**config.mk**
```make
export PLATFORM = sky130hd
export DESIGN_NAME = ssp_uart_reg_arbiter
export DESIGN_NICKNAME = d
export VERILOG_FILES = /design/src/rtl/ssp_uart_reg_arbiter.sv
export SDC_FILE = /design/constraint.sdc
export NUM_CORES = 1
export LEC_CHECK = 0
export CORE_MARGIN = 2
export CORE_UTILIZATION = 48
export DETAILED_ROUTE_END_ITERATION = 8
export PLACE_DENSITY = 0.95
export SYNTH_ARGS = -nofsm -noshare
export SYNTH_HDL_FRONTEND = slang
export SYNTH_SLANG_ARGS = --single-unit
```
**constraint.sdc**
```tcl
create_clock -name Clk -period 3.6 [get_ports Clk]
set_input_delay 0.72 -clock Clk [delete_from_list [all_inputs] [get_ports Clk]]
set_output_delay 0.72 -clock Clk [all_outputs]
set_load 0.02 [all_outputs]
```
**src/rtl/ssp_uart_reg_arbiter.sv**
```systemverilog
// rtl/ssp_uart_reg_arbiter.sv - round-robin arbiter framing two requesters onto the ssp_uart SSP slave port
module ssp_uart_reg_arbiter #(
   parameter int         XFER_CYCLES = 12,
   parameter logic [2:0] MAX_RA      = 3'b100
) (
   input  logic        Clk,
   input  logic        Rst,
   input  logic        req0_valid,
   output logic        req0_ready,
   input  logic [2:0]  req0_ra,
   input  logic        req0_wnr,
   input  logic [11:0] req0_wdata,
   output logic        rsp0_valid,
   output logic [11:0] rsp0_rdata,
   output logic        rsp0_err,
   input  logic        req1_valid,
   output logic        req1_ready,
   input  logic [2:0]  req1_ra,
   input  logic        req1_wnr,
   input  logic [11:0] req1_wdata,
   output logic        rsp1_valid,
   output logic [11:0] rsp1_rdata,
   output logic        rsp1_err,
   output logic        ssp_ssel,
   output logic        ssp_en,
   output logic        ssp_eoc,
   output logic [2:0]  ssp_ra,
   output logic        ssp_wnr,
   output logic [11:0] ssp_di,
   input  logic [11:0] ssp_do,
   output logic        busy,
   output logic        grant
);

   typedef enum logic [2:0] {
      S_IDLE, S_SETUP, S_XFER, S_EOC, S_DONE, S_ERR
   } state_t;

   localparam logic [7:0] LP_LOAD = 8'(XFER_CYCLES - 1);

   state_t      r_state;
   logic        r_prio;
   logic [7:0]  r_cnt;
   logic        r_grant;
   logic        r_busy;
   logic        r_ssel;
   logic        r_en;
   logic        r_eoc;
   logic [2:0]  r_ra;
   logic        r_wnr;
   logic [11:0] r_di;
   logic        r_rsp0_valid;
   logic        r_rsp1_valid;
   logic        r_err;
   logic [11:0] r_rdata;

   logic        w_any;
   logic        w_win;
   logic        w_acc;
   logic [2:0]  w_ra;
   logic        w_wnr;
   logic [11:0] w_wdata;

   // Winner is the rotating priority only when both ask; a lone requester always wins.
   assign w_any   = req0_valid | req1_valid;
   assign w_win   = (req0_valid & req1_valid) ? r_prio : req1_valid;
   assign w_acc   = (r_state == S_IDLE) & w_any & ~Rst;
   assign w_ra    = w_win ? req1_ra    : req0_ra;
   assign w_wnr   = w_win ? req1_wnr   : req0_wnr;
   assign w_wdata = w_win ? req1_wdata : req0_wdata;

   assign req0_ready = w_acc & ~w_win;
   assign req1_ready = w_acc &  w_win;

   always_ff @(posedge Clk or posedge Rst) begin
      if (Rst) begin
         r_state      <= S_IDLE;
         r_prio       <= 1'b0;
         r_cnt        <= 8'd0;
         r_grant      <= 1'b0;
         r_busy       <= 1'b0;
         r_ssel       <= 1'b0;
         r_en         <= 1'b0;
         r_eoc        <= 1'b0;
         r_ra         <= 3'd0;
         r_wnr        <= 1'b0;
         r_di         <= 12'd0;
         r_rsp0_valid <= 1'b0;
         r_rsp1_valid <= 1'b0;
         r_err        <= 1'b0;
         r_rdata      <= 12'd0;
      end else begin
         case (r_state)
            S_IDLE: begin
               if (w_any) begin
                  r_grant <= w_win;
                  r_prio  <= ~w_win;
                  r_busy  <= 1'b1;
                  if (w_ra > MAX_RA) begin
                     r_state      <= S_ERR;
                     r_rsp0_valid <= ~w_win;
                     r_rsp1_valid <= w_win;
                     r_err        <= 1'b1;
                  end else begin
                     r_state <= S_SETUP;
                     r_ssel  <= 1'b1;
                     r_ra    <= w_ra;
                     r_wnr   <= w_wnr;
                     r_di    <= w_wnr ? w_wdata : 12'd0;
                  end
               end
            end
            S_SETUP: begin
               r_state <= S_XFER;
               r_en    <= 1'b1;
               r_cnt   <= LP_LOAD;
            end
            S_XFER: begin
               if (r_cnt == 8'd0) begin
                  r_state <= S_EOC;
                  r_en    <= 1'b0;
                  r_eoc   <= 1'b1;
               end else begin
                  r_cnt <= r_cnt - 8'd1;
               end
            end
            S_EOC: begin
               // Read data is captured on the edge that closes the EOC strobe.
               r_state      <= S_DONE;
               r_eoc        <= 1'b0;
               r_ssel       <= 1'b0;
               r_ra         <= 3'd0;
               r_wnr        <= 1'b0;
               r_di         <= 12'd0;
               r_rsp0_valid <= ~r_grant;
               r_rsp1_valid <= r_grant;
               r_rdata      <= r_wnr ? 12'd0 : ssp_do;
            end
            S_DONE, S_ERR: begin
               r_state      <= S_IDLE;
               r_busy       <= 1'b0;
               r_rsp0_valid <= 1'b0;
               r_rsp1_valid <= 1'b0;
               r_err        <= 1'b0;
               r_rdata      <= 12'd0;
            end
            default: r_state <= S_IDLE;
         endcase
      end
   end

   assign rsp0_valid = r_rsp0_valid;
   assign rsp1_valid = r_rsp1_valid;
   assign rsp0_rdata = r_rsp0_valid ? r_rdata : 12'd0;
   assign rsp1_rdata = r_rsp1_valid ? r_rdata : 12'd0;
   assign rsp0_err   = r_rsp0_valid & r_err;
   assign rsp1_err   = r_rsp1_valid & r_err;
   assign ssp_ssel   = r_ssel;
   assign ssp_en     = r_en;
   assign ssp_eoc    = r_eoc;
   assign ssp_ra     = r_ra;
   assign ssp_wnr    = r_wnr;
   assign ssp_di     = r_di;
   assign busy       = r_busy;
   assign grant      = r_grant;

endmodule

```
==> metrics.txt, run 1 <==
# IOs 99; Final Net Count ~420; # hold bufs at CTS 0; Post-DRT Antenna Nets 0; routed wire length per instance around 15 µm; post-synthesis adder-cell area fraction less than 1%; Setup Slack @ Placement approximately 0.32 ns; post-synthesis mux area share ~8.0%; Critical Path Start Type input pin; status finished, final reports clean; RSZ-0062 raised after global routing no; Critical Path Start req1_valid; sequential element share of the synthesized area a little under half; Yosys reg bits 48; mapped cell area roughly 2600 µm²; DIE AREA 6100 µm²; Multi-input gate area between 1000 and 1500 µm²; fin crit share roughly nine tenths; Via density 5.63; Placer Congestion about 0.82; Syn-to-layout area delta 41.9%; Synth Area in XOR/XNOR 0.664%; Ys Warns 0; Hold Crit Start ssp_ssel; Slew HR about 50%; CP dominant cell by count clkdlybuf4s50_1; Clock power frac 11.5%; top_reg_cell synth dfrtp_1; WP data required 2.88 ns; Seq pwr share a little over a third; internal power roughly 0.0016 W; post_cts resized 0; total track usage between 20% and 30%; Design Power ~0.0028 W; drt pass-1 iters 4; I/O Buffers approximately 100; Reg-to-Reg Start r_cnt[0]; Final Hold Fails 0; post-layout min period ~3.3 ns; Crit Path Class in2out; Net Switching around 0.0012 W; Max-Cap Viols 0; post-synthesis compound-gate area fraction between 10% and 20%; worst vdd ir about 470 µV; Reg area ~1200 µm²; Critical Path Max Stage Delay roughly 0.65 ns; Post-CTS Setup Bufs 0; DIE WIDTH between 70 and 80 µm; fin util a little under three quarters; CTS Buf Count 5; Critical path buffers and inverters 3; Initial Util between 50% and 60%; Mean Syn Cell Area 9.35 µm²; slew at the pin with the worst max-slew slack approximately 0.75 ns; setup TNS 0 ns; P_leak between 1.5 and 2 nW; CP cell instances clkdlybuf4s50_1 > buf_4 > nand2_1 > nor3_1 > clkdlybuf4s50_1; WP data arrival ~2.6 ns; Synth Area in Simple Gates about 22%; library cells used by synthesis 45; routed vias 2507; achievable frequency roughly 300 MHz; CORE AREA ~5200 µm²; critical path's slowest cell clkdlybuf4s50_1; layout cells sized above 1 under 10%; Switching Fraction 42.3%; Reg clk slew, reported paths ~0.09 ns; largest family of logic cells by synthesized area simple AND/OR/NAND/NOR gates; Clock Tree Root clkbuf_8; Die H about 78 µm; Post-Syn Instances around 280; async set-reset flop share out of synthesis 100%; global route overflow 0; Syn Nets about 330; largest net degree at the start of global routing between 40 and 50; Worst setup EP type output port; Setup Viol. Count Final 0; final HPWL from detailed placement 5010 µm; placed cell area 3660 µm²; Hold Path Class reg2reg; DRT iter0 DRCs between 100 and 150; Total Wirelength a little under 7000 µm; cell family with most CP delay buffers and inverters; n_diodes 0; clock skew between 0.004 and 0.005 ns; TritonCTS Sinks 48; vias in the first global route roughly 2400; combinational power share a little over half; fillers between 300 and 400; first-pass GRT wire length ~11000 µm; TritonCTS clock tree done; Max Slew Vio Count 0; row cnt 26; Finished Cell Area 3740 µm²; Critical Path Fanout Max 28; total power per unit cell area 741 nW/µm²; CTS Buffer Depth 2; DR DRC count 0; H-tree Lvls 2; number of flops mapped to enable cells by yosys 0; clk_lat worst skew about 0.3 ns; initial antenna violation count 0; Final WS setup between 0.2 and 0.3 ns
[worst reg2reg max path: stages, from the launching register on]
cell	delay, ns
dfrtp_1	0.42
inv_1	0.13
ha_1	0.19
or3b_2	0.48
o21ai_1	0.61
o311a_1	0.29
nor2_1	0.04
[cell usage in the layout (no fill, tap or decap), drive strengths merged, types with 2 or more instances in the layout]
cell	count
clkdlybuf4s50	98
nand2	49
dfrtp	48
and2	28
mux2i	21
nor2	19
a21oi	17
a41oi	12
a22o	12
o21ai	9
buf	7
clkbuf	7
inv	6
nor3	4
o31ai	3
o211ai	3
nand2b	2
nor2b	2
nor4b	2
a2bb2oi	2
a21o	2
ha	2
or3	2
[worst paths after layout]
check	cells past startpoint	slack, ns	end
min in group asynchronous	3	0.96	ssp_ra[1]
setup / recovery	5	0.29	req1_ready
max in group asynchronous	3	2.24	r_cnt[5]
setup reg to reg	6	1.32	r_cnt[1]
hold reg to reg	1	0.48	ssp_ssel
hold / removal	1	0.48	ssp_ssel
[synthesized netlist by cell type (2+ instances only)]
master,number,area (µm²)
buf_2,2,10.0
ha_1,2,25.0
buf_1,2,7.51
inv_1,6,22.5
nor2_1,19,71.3
nand2b_1,2,12.5
a21o_1,2,15.0
mux2i_1,21,210
dfrtp_1,48,1200
a22o_1,12,105
o211ai_1,3,22.5
o21ai_0,8,40.0
a2bb2oi_1,2,17.5
clkbuf_1,14,52.6
nor2b_1,2,12.5
and2_1,28,175
nand2_1,49,184
o31ai_1,3,22.5
nor4b_1,2,17.5
a41oi_1,12,105
a21oi_1,17,85.1
nor3_1,3,15.0
[state kept, by name (all words and copies together) (netlist names), 3 cells and up]
name	cells
r_rdata	12
ssp_di	12
r_cnt	8
r_state	3
ssp_ra	3
[final cells by class]
| type | count | area share, % |
|---|---|---|
| well taps | 70 | 2.34 |
| multi-input cells | 208 | 35.1 |
| flip-flops and latches | 48 | 32.1 |
| clock buffers | 7 | 2.04 |
| inverters | 6 | 0.602 |
| repair buffers | 105 | 27.6 |
| clock inverters | 1 | 0.234 |
[layer usage]
metal / wire length [µm] / part of all wire [%] / up-vias / global-route usage (%)
met4: 125 / 1.9 / 0 / 9.82
met2: 3250 / 48 / 115 / 38.4
met3: 530 / 7.9 / 14 / 4.83
met1: 2820 / 42 / 1195 / 28.6
li1: - / - / 1183 / -
met5: 0 / 0 / - / 0
[power groups by stage]
stage          combinational, W  clock (W)  sequential, W
3_5_place_dp            0.00148          0       0.000981
6_report                0.00148   0.000318       0.000980
3_3_place_gp            0.00143          0       0.000972
4_1_cts                 0.00148   0.000321       0.000978
5_1_grt                 0.00159   0.000344        0.00102
2_1_floorplan          0.000815          0        0.00104
[kinds of logic after synthesis]
kind of cell / after synthesis
AOI/OAI and AO/OA: 67
adders and majority gates: 2
buffers and inverters: 26
xor gates and xnor gates: 2
DFF: 48
muxes: 21
and+or+nand+nor: 116
[stage by stage]
stage                     std cells  hold WS (ns)
after detailed placement        437         0.468
after floorplan                 282         0.454
after CTS                       445         0.487
final                           445         0.480
after global placement          437         0.458
after global routing            445         0.508
No activity file was read; power rests on OpenSTA's default activity.
==> inputs of run 2 (changes only) <==
- ABC_AREA: not set -> 1
- PLACE_DENSITY: 0.95 -> 0.94
==> run 2 against run 1 <==
  * First-iteration DRC count increased by 30%
  * Combinational power rose by 9%
  * Register-to-register slack improved by 0.41 ns
  * Flip-flop and latch count did not move
  * Count of clock-buffer cells in the layout is 1 higher
  * Via count rose by 3.8%
  * Routed wire length fell by 0.80%
  * Hold slack improved by 0.0020 ns
  * Synthesized cell count is 23% higher
  * Critical path depth up 3
  * Die area increased by 3.6%
  * Fmax shrank 0.49%
  * Critical path type unchanged
==> metrics.txt, run 2 <==
routed wire length per instance ~13 µm; Total Wirelength between 6000 and 7000 µm; Register-to-Register Path Depth 8; Via density 5.08; synth top area cells dfrtp_1, nand2_1, inv_1; WP data arrival between 2 and 3 ns; largest net degree at the start of global routing 49; final HPWL from detailed placement about 5100 µm; layout cells sized above 1 under 10%; DIE AREA ~6300 µm²; critical path depth in cells 8; Critical Path Max Stage Delay 0.61 ns; row cnt 27; first-pass GRT wire length roughly 11000 µm; post-synthesis compound-gate area fraction around 7.5%; Critical Path Start req0_valid; P_leak about 2 nW; status finished, final reports clean; # IOs roughly 100; DIE WIDTH 79.5 µm; WHS Endpoint ssp_en; Max-Cap Viols 0; Synth Area in Simple Gates between 30% and 40%; internal power around 0.0016 W; Synth top cells by count nand2_1, inv_1, dfrtp_1; post_cts resized 0; achievable frequency ~300 MHz; hold path depth 2; most frequent cells in the layout nand2_1, clkdlybuf4s50_1, inv_1; Yosys reg bits 48; TritonCTS clock tree done; Seq pwr share 33.4%; Critical path buffers and inverters 4; worst reg2reg endpoint rsp0_valid; initial antenna violation count 0; library cells used by synthesis 32; number of flops mapped to enable cells by yosys 0; # hold bufs at CTS 0; Initial Util between 40% and 50%; sequential element share of the synthesized area 43.9%; Worst setup EP type output port; Slew HR roughly a third; post-synthesis mux area share 0%; fin crit share a little over 90%; global route overflow 0; top_reg_cell synth dfrtp_1; Hold Path Class reg2reg; routed vias about 2600; fillers 427; Final Hold Fails 0; CTS Buf Count 5; post-layout min period ~3.3 ns; critical path's slowest cell clkdlybuf4s50_1; Ys Warns 0; clock skew 0.00754 ns; cell family with most CP delay buffers and inverters; largest family of logic cells by synthesized area simple AND/OR/NAND/NOR gates; setup TNS 0 ns; Reg-to-Reg Start r_state[0]; Clock Tree Root clkbuf_8; Post-Syn Instances 346; Crit Path Class in2out; Reg area roughly 1200 µm²; RSZ-0062 raised after global routing no; DR DRC count 0; Post-CTS Setup Bufs 0; Critical Path Start Type input pin; CORE AREA 5510 µm²; Post-DRT Antenna Nets 0; drt pass-1 iters 4; Critical Path Fanout Max 19; Hold Crit Start ssp_en; Switching Fraction 45.2%; H-tree Lvls 2; Die H slightly below 80 µm; Max Slew Vio Count 0; worst vdd ir 474 µV; slew at the pin with the worst max-slew slack ~1 ns; clk_lat worst skew 0.30 ns; largest area contributor in the netlist dfrtp_1; WP data required roughly 2.9 ns; Reg clk slew, reported paths around 0.09 ns; DRT iter0 DRCs 157; Syn Nets between 300 and 400; Placer Congestion between 0.8 and 0.9; vias in the first global route approximately 2500; Syn-to-layout area delta 39.4%; async set-reset flop share out of synthesis between 90% and 100%; Final Net Count 489; I/O Buffers 98; post-synthesis adder-cell area fraction less than 1%; n_diodes 0; Synth Area in XOR/XNOR under 10%; Mean Syn Cell Area slightly below 8 µm²; Worst Hold Slack about 0.48 ns; CTS Buffer Depth 2; flop-to-flop setup slack 1.73 ns; share of Yosys cell area claimed by the top area cell type between 40% and 50%; total power per unit cell area 765 nW/µm²; mapped cell area between 2000 and 3000 µm²; Setup Viol. Count Final 0; TritonCTS Sinks 48; CP cell instances clkdlybuf4s50_1 > nand2_2 > nand2_4 > inv_4 > nor2_1 > inv_1 > nor2_1 > clkdlybuf4s50_1; most common cell after layout, fill and taps aside nand2_1; Net Switching ~0.0013 W; Clock power frac 11.1%; Multi-input gate area around 1200 µm²; combinational power share a little under three fifths; dominant cell by count in the synthesized netlist nand2_1; total track usage between 20% and 30%
## run 2: cell types whose count changed after synthesis, sizes merged, moves of 21 or more
cell	before	now
nand2	49	132
nand3	0	30
inv	6	55
and2	28	0
mux2i	21	0
## run 2: area by class of cell
type                            count  area share, %
Multi-Input combinational cell    229           32.2
Sequential cell                    48           31.5
Timing Repair Buffer              100           26.1
Inverter                           55           5.48
Clock buffer                        8           2.36
Tap cell                           72           2.36
## run 2: kinds of logic after synthesis
kind of cell    Yosys count
compound gates           26
simple gates            196
flops                    48
xor+xnor                  5
buf+inv                  69
fa+ha+maj                 2
## run 2: power groups by stage
stage,clock network (W),logic [W],registers (W)
floorplan,0,0.000959,0.00107
global placement,0,0.00157,0.000972
detailed placement,0,0.00162,0.000983
CTS,0.000333,0.00162,0.000974
global route,0.000359,0.00177,0.00102
finish,0.000325,0.00162,0.000975
## run 2: routing by layer
layer  track usage (%)  wire length [µm]  up-vias
met5                 0                 0        -
met4              6.21                71        0
met3              5.20               472        6
met2              38.8              3380       95
met1              27.2              2750     1222
li1                  -                 -     1280
## run 2: worst min-delay path, cell delays in order (launching register included)
cell and delay [ns]:
dfrtp_1 0.35, nand2_1 0.06, nand2_1 0.05
## run 2: worst max path at each step
| stage | end |
|---|---|
| floorplan | req1_ready |
| global placement | req0_ready |
| detailed placement | req0_ready |
| CTS | req0_ready |
| global route | req0_ready |
| finish | req0_ready |
## run 2: per-stage QoR
stage	power [W]	cell area [µm²]	setup slack [ns]	instances	util (%)
2_1_floorplan	0.00203	2740	1.26	346	-
3_5_place_dp	0.00260	3720	0.282	504	67.6
4_1_cts	0.00293	3810	0.273	512	69.3
5_1_grt	0.00314	3810	0.134	512	69.3
3_3_place_gp	0.00254	3720	0.364	504	67.6
6_report	0.00292	3810	0.278	512	69.3
==> inputs of run 3 (changes only) <==
- CORE_ASPECT_RATIO: not set -> 0.75
- CORE_MARGIN: 2 -> 5
==> run 3 against run 2 <==
  * Clock skew is 0.0044 ns lower
  * Sequential share of layout area is 0.052 points lower
  * Sequential power is 1% higher
  * Critical path depth stayed put
  * Final area is 0.16% higher
  * Final cell count is 0.59% higher
==> metrics.txt, run 3 (synthesis gave the netlist of run 2 again) <==
drt pass-1 iters 4; routed vias between 2000 and 3000; Initial Util between 50 and 60%; Placer Congestion a little over 0.8; most frequent cells in the layout nand2_1, clkdlybuf4s50_1, inv_1; total track usage 20.2%; WP data arrival 2.62 ns; Post-CTS Setup Bufs 0; Placed Instances 507; clock skew about 0.0032 ns; status finished, final reports clean; # hold bufs at CTS 0; worst reg2reg endpoint rsp0_valid; post-layout min period 3.34 ns; # IOs roughly 100; fillers 400; n_diodes 0; CORE AREA about 5400 µm²; Clock Tree Root clkbuf_8; slew at the pin with the worst max-slew slack approximately 1 ns; clk_lat worst skew slightly above 0.3 ns; WHS Endpoint ssp_en; post_cts resized 0; Reg clk slew, reported paths ~0.090 ns; P_leak 2.01 nW; Setup Slack @ Placement just under 0.3 ns; initial antenna violation count 0; Post-DRT Antenna Nets 0; hold path depth 2; Slew HR between 30% and 40%; Via density about 5; WP data required ~2.9 ns; achievable frequency around 300 MHz; fin crit share 92.7%; I/O Buffers 98; most common cell after layout, fill and taps aside nand2_1; Layout Cells excl Fill 515; CTS Buffer Depth 2; worst vdd ir around 390 µV; Die H 75.4 µm; RSZ-0062 raised after global routing no; layout cells sized above 1 8.64%; TritonCTS Sinks 48; DR DRC count 0; Critical Path Start Type input pin; Register-to-Register Path Depth 8; DIE WIDTH 97.2 µm; CTS Buf Count 5; Hold Crit Start ssp_en; H-tree Lvls 2; Max Slew Vio Count 0; Reg-to-Reg Start r_state[0]; setup TNS 0 ns; Max-Cap Viols 0; flop-to-flop setup slack 1.36 ns; total power per unit cell area approximately 770 nW/µm²; Critical Path Max Stage Delay around 0.63 ns; Syn-to-layout area delta 39.7%; Final Net Count between 400 and 500; routed wire length per instance about 14 µm; Hold Path Class reg2reg; Worst setup EP type output port; Final WS setup roughly 0.26 ns; Multi-input gate area 1230 µm²; CP dominant cell by count inv_1; final HPWL from detailed placement around 5500 µm; CP cell instances clkdlybuf4s50_1 > inv_1 > a21oi_4 > inv_1 > nor2_1 > inv_1 > nor2_1 > clkdlybuf4s50_1; fin util roughly 70%; Final Hold Fails 0; TritonCTS clock tree done; critical path's slowest cell clkdlybuf4s50_1; first-pass GRT wire length about 12000 µm; largest net degree at the start of global routing slightly below 50; Critical Path Fanout Max 4; DRT iter0 DRCs around 150; Total Wirelength approximately 7300 µm; global route overflow 0; DIE AREA 7320 µm²; Reg area around 1200 µm²; Worst Hold Slack a little under 0.5 ns; row cnt 23; Crit Path Class in2out; vias in the first global route 2596; Setup Viol. Count Final 0
==> run 3: how the worst max path moves through the flow <==
stage | start | to | cells past startpoint
floorplan | req0_valid | req1_ready | 4
global placement | req1_valid | req0_ready | 8
detailed placement | req1_valid | req0_ready | 8
CTS | req1_valid | req0_ready | 8
global route | req1_valid | req0_ready | 8
finish | req1_valid | req0_ready | 8
==> run 3: report_power, final <==
group          internal [W]  leakage [nW]  total, W  switching [W]
combinational      0.000670          1.34   0.00164       0.000970
sequential         0.000771         0.617  0.000985       0.000214
clock              0.000154        0.0510  0.000335       0.000181
==> run 3: critical path: cells and delay by family <==
| family | cells | cell delay, ns |
|---|---|---|
| compound gates | 1 | 0.15 |
| simple gates | 2 | 0.25 |
| buf+inv | 5 | 1.49 |
==> run 3: per-stage QoR <==
stage / total power (W) / area [µm²]
after floorplan: 0.00203 / 2740
after global placement: 0.00256 / 3730
after detailed placement: 0.00263 / 3730
after CTS: 0.00298 / 3820
after global routing: 0.00319 / 3820
final: 0.00296 / 3820
==> run 3: per-layer routing <==
layer	vias to the layer above	part of all wire (%)	track usage (%)
met1	1213	40	23.2
met3	11	8.8	7.41
li1	1279	-	-
met5	-	0	0
met4	0	1.7	5.92
met2	107	50	36.4
==> run 3: area by class of cell <==
| class | count | area share, % |
|---|---|---|
| timing repair buffer | 100 | 26.1 |
| inverter | 55 | 5.47 |
| clock buffer | 6 | 2.16 |
| clock inverter | 2 | 0.262 |
| tap | 75 | 2.46 |
| sequential | 48 | 31.4 |
| multi-input combinational | 229 | 32.1 |
